<file path="src/rtl/nand_cpu_pkg.sv">
// Shared front-end types: BTB entry layout and 2-bit counter encodings.
// `PC_SIZE sets the default PC width (16 when not supplied by the build).
`ifndef PC_SIZE
`define PC_SIZE 16
`endif

package nand_cpu_pkg;

  localparam int unsigned PKG_PC_W = `PC_SIZE;

  localparam logic [1:0] CTR_WEAK_TAKEN   = 2'b10;
  localparam logic [1:0] CTR_STRONG_TAKEN = 2'b11;

  typedef struct packed {
    logic                valid;
    logic [PKG_PC_W-1:0] tag;
    logic [PKG_PC_W-1:0] target;
    logic [1:0]          ctr;
  } btb_entry_t;

endpackage

</file>
<file path="src/rtl/branch_feedback_ifc.sv">
// Branch resolution feedback from decode back to the fetch PC generator.
`ifndef PC_SIZE
`define PC_SIZE 16
`endif

interface branch_feedback_ifc #(
  parameter int PC_W = `PC_SIZE
);
  logic            valid;
  logic            branch;
  logic [PC_W-1:0] pc;
  logic [PC_W-1:0] predict_target;
  logic [PC_W-1:0] feedback_target;
  logic            predict_taken;
  logic            feedback_taken;

  modport out (
    output valid, branch, pc, predict_target, feedback_target, predict_taken, feedback_taken
  );
  modport in (
    input  valid, branch, pc, predict_target, feedback_target, predict_taken, feedback_taken
  );
  modport master (
    output valid, branch, pc, predict_target, feedback_target, predict_taken, feedback_taken
  );
  modport slave (
    input  valid, branch, pc, predict_target, feedback_target, predict_taken, feedback_taken
  );
endinterface

</file>
<file path="src/rtl/btb.sv">
// Direct-mapped branch target buffer with 2-bit saturating counters.
// Combinational lookup from registered state; update lands on the clock edge.
`ifndef PC_SIZE
`define PC_SIZE 16
`endif

module btb
  import nand_cpu_pkg::*;
#(
  parameter int PC_W        = `PC_SIZE,
  parameter int BTB_ENTRIES = 8
) (
  input  logic            clk,
  input  logic            n_rst,
  input  logic [PC_W-1:0] lookup_pc,
  output logic            lookup_taken,
  output logic [PC_W-1:0] lookup_target,
  input  logic            upd_valid,
  input  logic            upd_branch,
  input  logic            upd_taken,
  input  logic [PC_W-1:0] upd_pc,
  input  logic [PC_W-1:0] upd_target
);

  localparam int IDX_W = $clog2(BTB_ENTRIES);

  btb_entry_t entry_q [BTB_ENTRIES];

  logic [IDX_W-1:0] rd_idx;
  logic [IDX_W-1:0] wr_idx;
  logic [PC_W-1:0]  rd_tag;
  logic [PC_W-1:0]  wr_tag;
  logic             rd_hit;
  logic             wr_hit;

  function automatic logic [1:0] ctr_sat(input logic [1:0] ctr, input logic up);
    if (up) return (ctr == 2'b11) ? ctr : ctr + 2'd1;
    return (ctr == 2'b00) ? ctr : ctr - 2'd1;
  endfunction

  assign rd_idx = lookup_pc[IDX_W-1:0];
  assign rd_tag = lookup_pc >> IDX_W;
  assign wr_idx = upd_pc[IDX_W-1:0];
  assign wr_tag = upd_pc >> IDX_W;

  assign rd_hit = entry_q[rd_idx].valid && (entry_q[rd_idx].tag == PKG_PC_W'(rd_tag));
  assign wr_hit = entry_q[wr_idx].valid && (entry_q[wr_idx].tag == PKG_PC_W'(wr_tag));

  assign lookup_taken  = rd_hit & entry_q[rd_idx].ctr[1];
  assign lookup_target = PC_W'(entry_q[rd_idx].target);

  // Only the valid bits are reset; tag/target/ctr are qualified by valid.
  always_ff @(posedge clk or negedge n_rst) begin
    if (!n_rst) begin
      for (int i = 0; i < BTB_ENTRIES; i++) entry_q[i].valid <= 1'b0;
    end else if (upd_valid) begin
      if (wr_hit) begin
        if (upd_branch) entry_q[wr_idx].ctr <= ctr_sat(entry_q[wr_idx].ctr, upd_taken);
        else            entry_q[wr_idx].ctr <= CTR_STRONG_TAKEN;
        if (upd_taken)  entry_q[wr_idx].target <= PKG_PC_W'(upd_target);
      end else if (upd_taken) begin
        entry_q[wr_idx].valid  <= 1'b1;
        entry_q[wr_idx].tag    <= PKG_PC_W'(wr_tag);
        entry_q[wr_idx].target <= PKG_PC_W'(upd_target);
        entry_q[wr_idx].ctr    <= upd_branch ? CTR_WEAK_TAKEN : CTR_STRONG_TAKEN;
      end
    end
  end

endmodule

</file>
<file path="src/rtl/fetch_pc_unit.sv">
// Fetch PC register, mispredict detection and next-PC selection.
// Define NAND_CPU_BTB_EN to build with the branch target buffer; otherwise fetch is always sequential.
`ifndef PC_SIZE
`define PC_SIZE 16
`endif

module fetch_pc_unit
  import nand_cpu_pkg::*;
#(
  parameter int PC_W        = `PC_SIZE,
  parameter int BTB_ENTRIES = 8
) (
  input  logic               clk,
  input  logic               n_rst,
  input  logic               i_stall,
  branch_feedback_ifc.in     i_branch_feedback,
  output logic [PC_W-1:0]    o_pc,
  output logic               o_predict_taken,
  output logic [PC_W-1:0]    o_predict_target,
  output logic               o_flush
);

  if ((BTB_ENTRIES < 2) || ((BTB_ENTRIES & (BTB_ENTRIES - 1)) != 0)) begin : g_bad_btb_entries
    $error("BTB_ENTRIES must be a power of two and at least 2");
  end

  logic [PC_W-1:0] pc_p0;
  logic [PC_W-1:0] pc_next;
  logic [PC_W-1:0] pc_plus1;
  logic            actual_taken;
  logic [PC_W-1:0] actual_next;
  logic            mispredict;

  assign pc_plus1 = pc_p0 + PC_W'(1);

  // Jumps (branch=0) are unconditionally taken.
  assign actual_taken = i_branch_feedback.branch ? i_branch_feedback.feedback_taken : 1'b1;
  assign actual_next  = actual_taken ? i_branch_feedback.feedback_target
                                     : i_branch_feedback.pc + PC_W'(1);

  assign mispredict = i_branch_feedback.valid &
                      ((i_branch_feedback.predict_taken != actual_taken) |
                       (actual_taken &
                        (i_branch_feedback.predict_target != i_branch_feedback.feedback_target)));

  assign o_flush = mispredict;

`ifdef NAND_CPU_BTB_EN
  logic            btb_taken;
  logic [PC_W-1:0] btb_target;

  btb #(
    .PC_W        (PC_W),
    .BTB_ENTRIES (BTB_ENTRIES)
  ) u_btb (
    .clk           (clk),
    .n_rst         (n_rst),
    .lookup_pc     (pc_p0),
    .lookup_taken  (btb_taken),
    .lookup_target (btb_target),
    .upd_valid     (i_branch_feedback.valid),
    .upd_branch    (i_branch_feedback.branch),
    .upd_taken     (actual_taken),
    .upd_pc        (i_branch_feedback.pc),
    .upd_target    (i_branch_feedback.feedback_target)
  );

  assign o_predict_taken  = btb_taken;
  assign o_predict_target = btb_taken ? btb_target : pc_plus1;
`else
  assign o_predict_taken  = 1'b0;
  assign o_predict_target = pc_plus1;
`endif

  // A redirect must win over stall so the squashed path is never held.
  always_comb begin
    pc_next = o_predict_target;
    if (mispredict)   pc_next = actual_next;
    else if (i_stall) pc_next = pc_p0;
  end

  // Stage p0: architectural fetch PC
  always_ff @(posedge clk or negedge n_rst) begin
    if (!n_rst) pc_p0 <= '0;
    else        pc_p0 <= pc_next;
  end

  assign o_pc = pc_p0;

endmodule

</file>
<file path="src/flat_wrapper.sv">
// flat-port wrapper written by rule: the top's interface ports become plain ports
module fetch_pc_unit_flat import nand_cpu_pkg::*;
#(
  parameter int PC_W        = `PC_SIZE,
  parameter int BTB_ENTRIES = 8
)
  (clk, n_rst, i_stall, o_pc, o_predict_taken, o_predict_target, o_flush, i_branch_feedback_valid, i_branch_feedback_branch, i_branch_feedback_pc, i_branch_feedback_predict_target, i_branch_feedback_feedback_target, i_branch_feedback_predict_taken, i_branch_feedback_feedback_taken);
  branch_feedback_ifc #(.PC_W(PC_W)) i_branch_feedback_i ();
  input  logic clk;
  input  logic n_rst;
  input  logic i_stall;
  output logic [PC_W-1:0] o_pc;
  output logic o_predict_taken;
  output logic [PC_W-1:0] o_predict_target;
  output logic o_flush;
  input wire logic [$bits(i_branch_feedback_i.valid)-1:0] i_branch_feedback_valid;
  input wire logic [$bits(i_branch_feedback_i.branch)-1:0] i_branch_feedback_branch;
  input wire logic [$bits(i_branch_feedback_i.pc)-1:0] i_branch_feedback_pc;
  input wire logic [$bits(i_branch_feedback_i.predict_target)-1:0] i_branch_feedback_predict_target;
  input wire logic [$bits(i_branch_feedback_i.feedback_target)-1:0] i_branch_feedback_feedback_target;
  input wire logic [$bits(i_branch_feedback_i.predict_taken)-1:0] i_branch_feedback_predict_taken;
  input wire logic [$bits(i_branch_feedback_i.feedback_taken)-1:0] i_branch_feedback_feedback_taken;
  assign i_branch_feedback_i.valid = i_branch_feedback_valid;
  assign i_branch_feedback_i.branch = i_branch_feedback_branch;
  assign i_branch_feedback_i.pc = i_branch_feedback_pc;
  assign i_branch_feedback_i.predict_target = i_branch_feedback_predict_target;
  assign i_branch_feedback_i.feedback_target = i_branch_feedback_feedback_target;
  assign i_branch_feedback_i.predict_taken = i_branch_feedback_predict_taken;
  assign i_branch_feedback_i.feedback_taken = i_branch_feedback_feedback_taken;
  fetch_pc_unit #(.PC_W(PC_W), .BTB_ENTRIES(BTB_ENTRIES)) u_core (.clk(clk), .n_rst(n_rst), .i_stall(i_stall), .i_branch_feedback(i_branch_feedback_i), .o_pc(o_pc), .o_predict_taken(o_predict_taken), .o_predict_target(o_predict_target), .o_flush(o_flush));
endmodule
</file>
<file path="config.mk">
export PLATFORM = sky130hd
export DESIGN_NAME = fetch_pc_unit_flat
export DESIGN_NICKNAME = d
export VERILOG_FILES = /design/src/rtl/nand_cpu_pkg.sv /design/src/rtl/branch_feedback_ifc.sv /design/src/rtl/btb.sv /design/src/rtl/fetch_pc_unit.sv /design/src/flat_wrapper.sv
export SDC_FILE = /design/constraint.sdc
export NUM_CORES = 1
export LEC_CHECK = 0
export ABC_AREA = 1
export CAP_MARGIN = 20
export CORE_ASPECT_RATIO = 1.4
export CORE_MARGIN = 1
export CORE_UTILIZATION = 36
export DETAILED_ROUTE_END_ITERATION = 6
export PLACE_DENSITY_LB_ADDON = 0.1
export SYNTH_ARGS = -nofsm -noshare
export SYNTH_HDL_FRONTEND = slang
export SYNTH_SLANG_ARGS = --single-unit
export TNS_END_PERCENT = 20
</file>
<file path="constraint.sdc">
create_clock -name clk -period 1.6 [get_ports clk]
set_input_delay 0.32 -clock clk [delete_from_list [all_inputs] [get_ports clk]]
set_output_delay 0.32 -clock clk [all_outputs]
set_load 0.01 [all_outputs]
</file>
==> qor.yml <==
status:
  status: "finished with violations"
  violations: "setup timing"
floorplan:
  die_x_um: 63.3
  row_count: 30
  die_area_um2: 5570
  coreArea_um2: 4950
  start_util: 0.383
  ios: 89
  die_h_um: 87.9
hold_path:
  hold_class: "in -> async"
final_layout:
  fill_cells: 399
  final_util: 0.769
  fin_cells: 565
  final_common_cell: "buf_4"
  area_growth_pct: 101
  finalInstanceArea_um2: 3810
  most-common-layout-cells: "buf_4 (110), nand2_1 (92), nand3_1 (46)"
  final_nets: 559
  largest_register_ffs: 16
  diodes: 0
  drive_gt1_frac: 0.425
power_and_ir_drop:
  p_per_area_nw_per_um2: 584
  switching_share: 0.359
  vdd_drop_max_v: 0.000353
  combPwrFrac: 0.595
  p_int_mw: 1.43
  p_seq_frac: 0.244
  p_switching_mw: 0.799
  leakage_nw: 2.02
  finalPower_mw: 2.23
  clkPwrFrac: 0.162
clocking:
  cts.path.max_buffers: 2
  clock_sinks: 16
  clkLatencyLatePin_ns: 0.25
  cts_tree: "yes"
  holdBufCountCts: 0
  cts_root_buffer: "clkbuf_8"
  cts_max_level: 1
  path_clk_slew_ns: 0.07
  cts_buffers: 3
drt:
  ant_nets: 0
  vias_per_cell: 4.76
  drt-total-wl_mm: 7.00
  route.vias.total: 2692
  remaining_drc_errors: 0
  route.detailed.wl_per_inst_um: 12.4
  dr.pass1.iters: 5
  first_iter_violations: 112
placement:
  finalWeightedCongestion: 0.862
  placed_area_um2: 3470
  dpl.hpwl_mm: 5.01
  port-buffer-count: 87
  dp.cells: 539
  post-place-ws_ns: -0.725
synthesis:
  synth_cells: 311
  synth_area_per_cell_um2: 6.10
  ys_ff_latch: 16
  synth_nets: 368
  ys_types: 31
  yosys_warnings: 0
  yosysSeqAreaShare: 0.211
  syn-cell-area_um2: 1900
global_route:
  grt_pass1_vias: 2597
  grt_max_degree: 29
  grtUsageTotal: 0.242
  antenna_found_initial: 0
  grt_first_pass_wirelength_mm: 10.7
  grt_overflow: 0
sta:
  post-route-min-period_ns: 2.02
  setup_viol: 22
  clock.fmax_ghz: 0.495
  slew_violations: 0
  hold_violations: 0
  fin_ws_ns: -0.422
  finalCritPeriodShare: 1.26
  whs_ns: 0.388
  rsz0062_at_grt: "true"
  setup_tns_ns: -5.26
  fin_skew_ns: 0.00505
setup_path:
  ff2ff_path_depth: 13
  cp.arrival_ns: 1.70
  cp-end-kind: "output port"
  crit_fanout: 3
  required_ns: 1.28
  start_kind: "flip-flop"
  critPathKind: "reg -> out"
flow_run:
  cap_violations: 0
-- metal layers --
| metal | vias up | routed length (µm) | part of all wire | global-route usage |
|---|---|---|---|---|
| met2 | 95 | 3900 | 0.56 | 0.485 |
| met4 | 0 | 210 | 0.030 | 0.112 |
| met1 | 1206 | 2680 | 0.38 | 0.253 |
| met3 | 16 | 210 | 0.030 | 0.0143 |
| met5 | - | 0 | 0 | 0 |
| li1 | 1375 | - | - | - |
-- timing repair --
| action | 4_1_cts | 5_1_grt |
|---|---|---|
| endpoints found under the setup margin | 46 | 31 |
| pin swaps | 50 | 7 |
| gates resized for setup | 204 | 16 |
| setup buffers | 19 | 4 |
-- kinds of logic after synthesis --
kind of cell | after synthesis | share of synthesized area
other | 1 | 0.00198
xor gates and xnor gates | 26 | 0.124
AOI/OAI and AO/OA | 20 | 0.0574
buffers and inverters | 41 | 0.0970
DFF | 16 | 0.211
and+or+nand+nor | 205 | 0.495
adders and majority gates | 2 | 0.0132
-- power groups by stage --
stage                     clock network [mW]  registers (mW)  logic, mW
after CTS                              0.360           0.538       1.28
after floorplan                            0           0.594      0.386
final                                  0.360           0.542       1.32
after detailed placement                   0           0.544       1.25
after global routing                   0.382           0.550       1.43
after global placement                     0           0.542       1.24
-- final timing paths --
check	start	to	slack, ns
min in group clk	i_branch_feedback_pc[0]	u_core.o_pc[0]	0.46
max in group asynchronous	n_rst	u_core.o_pc[0]	1.01
min reg2reg	u_core.o_pc[15]	u_core.o_pc[15]	0.58
max	u_core.o_pc[1]	o_predict_target[8]	-0.42
min	n_rst	u_core.o_pc[3]	0.39
max reg2reg	u_core.o_pc[1]	u_core.o_pc[14]	-0.19
-- Yosys cell counts --
master	n	share of area
and3b_1	1	0.0046
nand2_1	98	0.19
inv_2	2	0.0040
nand4_1	7	0.023
inv_1	28	0.055
buf_6	3	0.018
a31oi_1	1	0.0033
buf_1	1	0.0020
or2_2	6	0.020
o21ai_0	10	0.026
nand3_1	51	0.13
ha_1	2	0.013
conb_1	1	0.0020
xnor2_1	11	0.051
nand3_2	2	0.011
nor2_2	6	0.020
o22a_1	1	0.0046
a31o_2	1	0.0046
nor3_1	3	0.0079
nor2_1	26	0.051
dfrtp_1	16	0.21
xor2_1	14	0.065
a21oi_1	5	0.013
o21ai_1	2	0.0053
buf_2	3	0.0079
nor2_4	2	0.012
xor2_2	1	0.0086
clkbuf_1	3	0.0059
buf_4	1	0.0040
nand4_4	1	0.011
nand2_2	2	0.0066
-- worst max-delay path, stage by stage, from the launching register on --
cell     delay, ns
dfrtp_1       0.40
buf_6         0.13
ha_4          0.14
nand2_4       0.06
nor2_4        0.12
buf_4         0.16
nand2_1       0.09
xnor2_2       0.19
buf_2         0.16
-- final cells by class --
type	count	area (µm²)	area share
Inverter	30	113	0.0296
Tap cell	64	80.1	0.0210
Multi-Input combinational cell	254	1550	0.408
Clock buffer	4	55.1	0.0145
Sequential cell	16	403	0.106
Timing Repair Buffer	197	1610	0.421
No activity file was read; power rests on OpenSTA's default activity.
